==> config.mk <==
export PLATFORM = sky130hd
export DESIGN_NAME = animador_estados
export DESIGN_NICKNAME = d
export VERILOG_FILES = /design/src/rtl/animador_estados.sv
export SDC_FILE = /design/constraint.sdc
export NUM_CORES = 1
export LEC_CHECK = 0
export ABC_AREA = 0
export CORE_UTILIZATION = 40
export DETAILED_ROUTE_END_ITERATION = 12
export MAX_ROUTING_LAYER = met4
export PLACE_DENSITY = 0.66
export SLEW_MARGIN = 20
export SYNTH_ARGS = -nofsm -noshare
export SYNTH_HDL_FRONTEND = slang
export SYNTH_SLANG_ARGS = --single-unit
export TNS_END_PERCENT = 100
==> constraint.sdc <==
create_clock -name clk -period 2.3 [get_ports clk]
set_input_delay 0.23 -clock clk [delete_from_list [all_inputs] [get_ports clk]]
set_output_delay 0.23 -clock clk [all_outputs]
set_load 0.03 [all_outputs]
==> src/rtl/animador_estados.sv <==
// Animation sequencer: turns the controller's estado into sprite/frame
// selection. Looping states cycle frames forever, one-shot states play once
// and pulse fim_animacao, MORTO shows a static frame.
module animador_estados #(
   parameter int unsigned CICLOS_POR_QUADRO = 12_500_000,
   parameter int unsigned QUADROS_LOOP      = 4,
   parameter int unsigned QUADROS_UNICA     = 8
) (
   input  logic       clk,
   input  logic       rst,
   input  logic [2:0] estado,
   output logic [2:0] sprite,
   output logic [3:0] quadro,
   output logic       fim_animacao,
   output logic       ocupado
);

   localparam int unsigned TW = $clog2(CICLOS_POR_QUADRO);

   localparam logic [TW-1:0] TIMER_ULT = TW'(CICLOS_POR_QUADRO - 1);
   localparam logic [3:0]    LOOP_ULT  = 4'(QUADROS_LOOP - 1);
   localparam logic [3:0]    UNICA_ULT = 4'(QUADROS_UNICA - 1);

   typedef enum logic [1:0] {
      TOCANDO_LOOP,
      TOCANDO_UNICA,
      CONCLUIDA,
      PARADO
   } fase_t;

   fase_t         fase_q, fase_d;
   logic [2:0]    sprite_q, sprite_d;
   logic [3:0]    quadro_q, quadro_d;
   logic [TW-1:0] timer_q, timer_d;
   logic          fim_q, fim_d;
   logic          ocupado_q, ocupado_d;
   logic          tick;

   assign tick = (timer_q == TIMER_ULT);

   // Next-state: estado change restarts the animation, otherwise advance by class.
   always_comb begin
      fase_d    = fase_q;
      sprite_d  = sprite_q;
      quadro_d  = quadro_q;
      timer_d   = timer_q;
      fim_d     = 1'b0;
      ocupado_d = ocupado_q;

      if (estado != sprite_q) begin
         sprite_d  = estado;
         quadro_d  = '0;
         timer_d   = '0;
         ocupado_d = 1'b0;
         case (estado)
            3'b010, 3'b100, 3'b110: begin
               fase_d    = TOCANDO_UNICA;
               ocupado_d = 1'b1;
            end
            3'b111:  fase_d = PARADO;
            default: fase_d = TOCANDO_LOOP;
         endcase
      end else begin
         case (fase_q)
            TOCANDO_LOOP: begin
               timer_d = tick ? '0 : timer_q + 1'b1;
               if (tick) begin
                  quadro_d = (quadro_q >= LOOP_ULT) ? '0 : quadro_q + 4'd1;
               end
            end
            TOCANDO_UNICA: begin
               timer_d = tick ? '0 : timer_q + 1'b1;
               if (tick) begin
                  if (quadro_q >= UNICA_ULT) begin
                     fim_d     = 1'b1;
                     ocupado_d = 1'b0;
                     fase_d    = CONCLUIDA;
                     timer_d   = '0;
                  end else begin
                     quadro_d = quadro_q + 4'd1;
                  end
               end
            end
            CONCLUIDA: begin
               timer_d   = '0;
               ocupado_d = 1'b0;
            end
            PARADO: begin
               quadro_d  = '0;
               timer_d   = '0;
               ocupado_d = 1'b0;
            end
            default: fase_d = TOCANDO_LOOP;
         endcase
      end
   end

   // State register with synchronous reset back to the IDLE loop.
   always_ff @(posedge clk) begin
      if (rst) begin
         fase_q    <= TOCANDO_LOOP;
         sprite_q  <= '0;
         quadro_q  <= '0;
         timer_q   <= '0;
         fim_q     <= 1'b0;
         ocupado_q <= 1'b0;
      end else begin
         fase_q    <= fase_d;
         sprite_q  <= sprite_d;
         quadro_q  <= quadro_d;
         timer_q   <= timer_d;
         fim_q     <= fim_d;
         ocupado_q <= ocupado_d;
      end
   end

   assign sprite       = sprite_q;
   assign quadro       = quadro_q;
   assign fim_animacao = fim_q;
   assign ocupado      = ocupado_q;

endmodule

==> metrics <==
Leak 0.654 nW; largest net degree at the start of global routing 25; Hold Fails Final Rpt 0; number of fill cells 406; IO Count 14; Pins Over Slew Limit 0; Async SR Flop Fraction 0; Area growth syn-to-layout 16.8%; Max clock buf depth 2; commonest non-fill, non-tap cell in the layout dfxtp_1; # DRC 0; Int Pwr 891 uW; GPL Wtd Cong between 0.7 and 0.8; routed vias 1403; share of the synthesized area in the top cell type 0.399; ratio of cells with drive above 1 in the final layout 0.123; Detailed Route WL between 3 and 4 mm; reg2reg setup slack 380 ps; Mean Syn Cell Area 8.82 um2; Port Buf Inserts 13; via/cell ratio around 5.2; sequential share of power 0.530; Worst setup EP type flip-flop; Critical R2R Launch timer_q[17]$_SDFF_PP0_; clk sinks 35; initial drt markers just under 70; VDD IR max 353 uV; RSZ-0062 raised after global routing no; Synth Flop Type dfxtp_1; cell area power density 570 mW/mm2; chip width 68.2 um; Clk pin slew, worst setup/hold paths approximately 70 ps; commonest cells after routing, fill and taps aside dfxtp_1, nor2_1, nand2_1; Diodes inserted 0; Clk pwr share 0.384; RR Endpoint fase_q[0]$_SDFFE_PP0P_; CTS tree built; Gate power share 0.086; Crit path arrival time 2110 ps; CTS Buf Count 5; DRT Pass-1 Iters 5; switching portion of total power 0.237; final net count 231; fin util 0.498; placed cell areas 0.00196 mm2; starting density of the core 0.427; Root Driver clkbuf_8; Die ar. 0.00466 mm2; synth warn 0; Synth Instances around 200; fmax 0.520 GHz; Seq/Total Area, Yosys 0.399; DRT antenna net count 0; Worst Tran Pin Value about 410 ps; area of the mapped netlist 0.00176 mm2; H-tree depth 2; Tot GR Track Use 0.169; Final Cell Area 0.00205 mm2; Core ar. 0.00412 mm2; P_sw approximately 280 uW; cell taking the most area after synthesis dfxtp_1; Die Height 68.2 um; min cycle time layout 1920 ps; Syn Nets 211; Worst-Skew Late Latency 290 ps; initial antenna violation count 0; hold depth 1; CTS resizes 0; DR WL/cell 11.9 um; Worst slew margin 0.721; max-cap viol count 0; HPWL after detailed placement between 2 and 2.5 mm; crit path from timer_q[17]$_SDFF_PP0_; crit share post-route 0.837; DP Worst Slack 229 ps; Critical Path Fanout Max 6; hold path startpoint timer_q[0]$_SDFF_PP0_; Synth cell types 39; setup violators final 0; grt ovf 0; Synth Register Bits 35; CP Launch Type flip-flop; Crit Path Class flip-flop to flip-flop; Setup TNS Final 0 ps; clk_skew 3.48 ps; hold-fix buffers at CTS 0; vias in the first global route 1241; Area contributors post-synth dfxtp_1, xnor2_1, nor2_1; WHS 435 ps; Critical Path End fase_q[0]$_SDFFE_PP0P_; num rows 23; Post-synth EDFFs 0; type of the worst min-delay path flip-flop to flip-flop; Setup Buffers After CTS 0; Worst EP required 2490 ps; first-pass GRT wire length roughly 5.7 mm; Reg2Reg Depth 5; status complete, no violations; setup ws final 376 ps
[critical path: stages, from the launching register on]
cell,delay (ps)
dfxtp_1,440
nand3_2,110
or4_4,510
nor3_1,350
a311oi_1,170
o21ba_2,240
[flip-flops by register name, summed over array words and instances (netlist names)]
signal,cells
fim_animacao,1
quadro,4
fase_q,2
sprite,3
ocupado,1
timer_q,24
[layer usage]
layer,wire [um],track usage,share of wire,vias to the layer above
met2,1360,0.240,0.42,12
met1,1690,0.218,0.53,649
li1,-,-,-,736
met4,50,0.0625,0.016,0
met3,104,0.0600,0.032,6
met5,0,-,0,-
[synthesized netlist by cell type, types with 4 or more instances]
cell	n
xnor2_1	13
xor2_1	8
inv_1	9
nand3_1	9
a21oi_1	5
nand2_1	17
nor3_1	10
nor2_1	28
nor4_1	4
ha_1	7
or3_1	6
o21ai_0	7
dfxtp_1	35
[power groups by stage]
stage                     combinational, mW  sequential (mW)  clock, mW
after detailed placement              0.100            0.634          0
after global routing                  0.110            0.620      0.492
after global placement                0.100            0.633          0
final                                 0.100            0.620      0.449
after CTS                             0.101            0.620      0.464
after floorplan                      0.0566            0.641          0
[how the worst min path moves through the flow]
stage,to
final,timer_q[0]$_SDFF_PP0_
after global routing,timer_q[0]$_SDFF_PP0_
after global placement,timer_q[0]$_SDFF_PP0_
after CTS,timer_q[0]$_SDFF_PP0_
after detailed placement,timer_q[0]$_SDFF_PP0_
after floorplan,sprite[0]$_SDFFE_PP0P_
[cell families after synthesis]
logic type                 count (synthesis)  synth area share
AOI/OAI and AO/OA                         24            0.0991
and+or+nand+nor                           98             0.308
buffers and inverters                     12            0.0278
DFF                                       35             0.399
adders and majority gates                  7            0.0499
xor gates and xnor gates                  21             0.105
muxes                                      2            0.0114
[cell type report]
type                       count  area, um2  area share
tap                           50       62.6      0.0305
clock inverter                 1       5.00     0.00244
multi-input combinational    152       1010       0.494
timing repair buffer          16        153      0.0745
clock buffer                   6       82.6      0.0403
sequential                    35        701       0.342
inverter                       9       33.8      0.0165
[stage by stage]
| stage | power [mW] | cells |
|---|---|---|
| 2_1_floorplan | 0.698 | 199 |
| 3_3_place_gp | 0.733 | 262 |
| 3_5_place_dp | 0.734 | 262 |
| 4_1_cts | 1.18 | 269 |
| 5_1_grt | 1.22 | 269 |
| 6_report | 1.17 | 269 |
No activity file was read; power rests on OpenSTA's default activity.
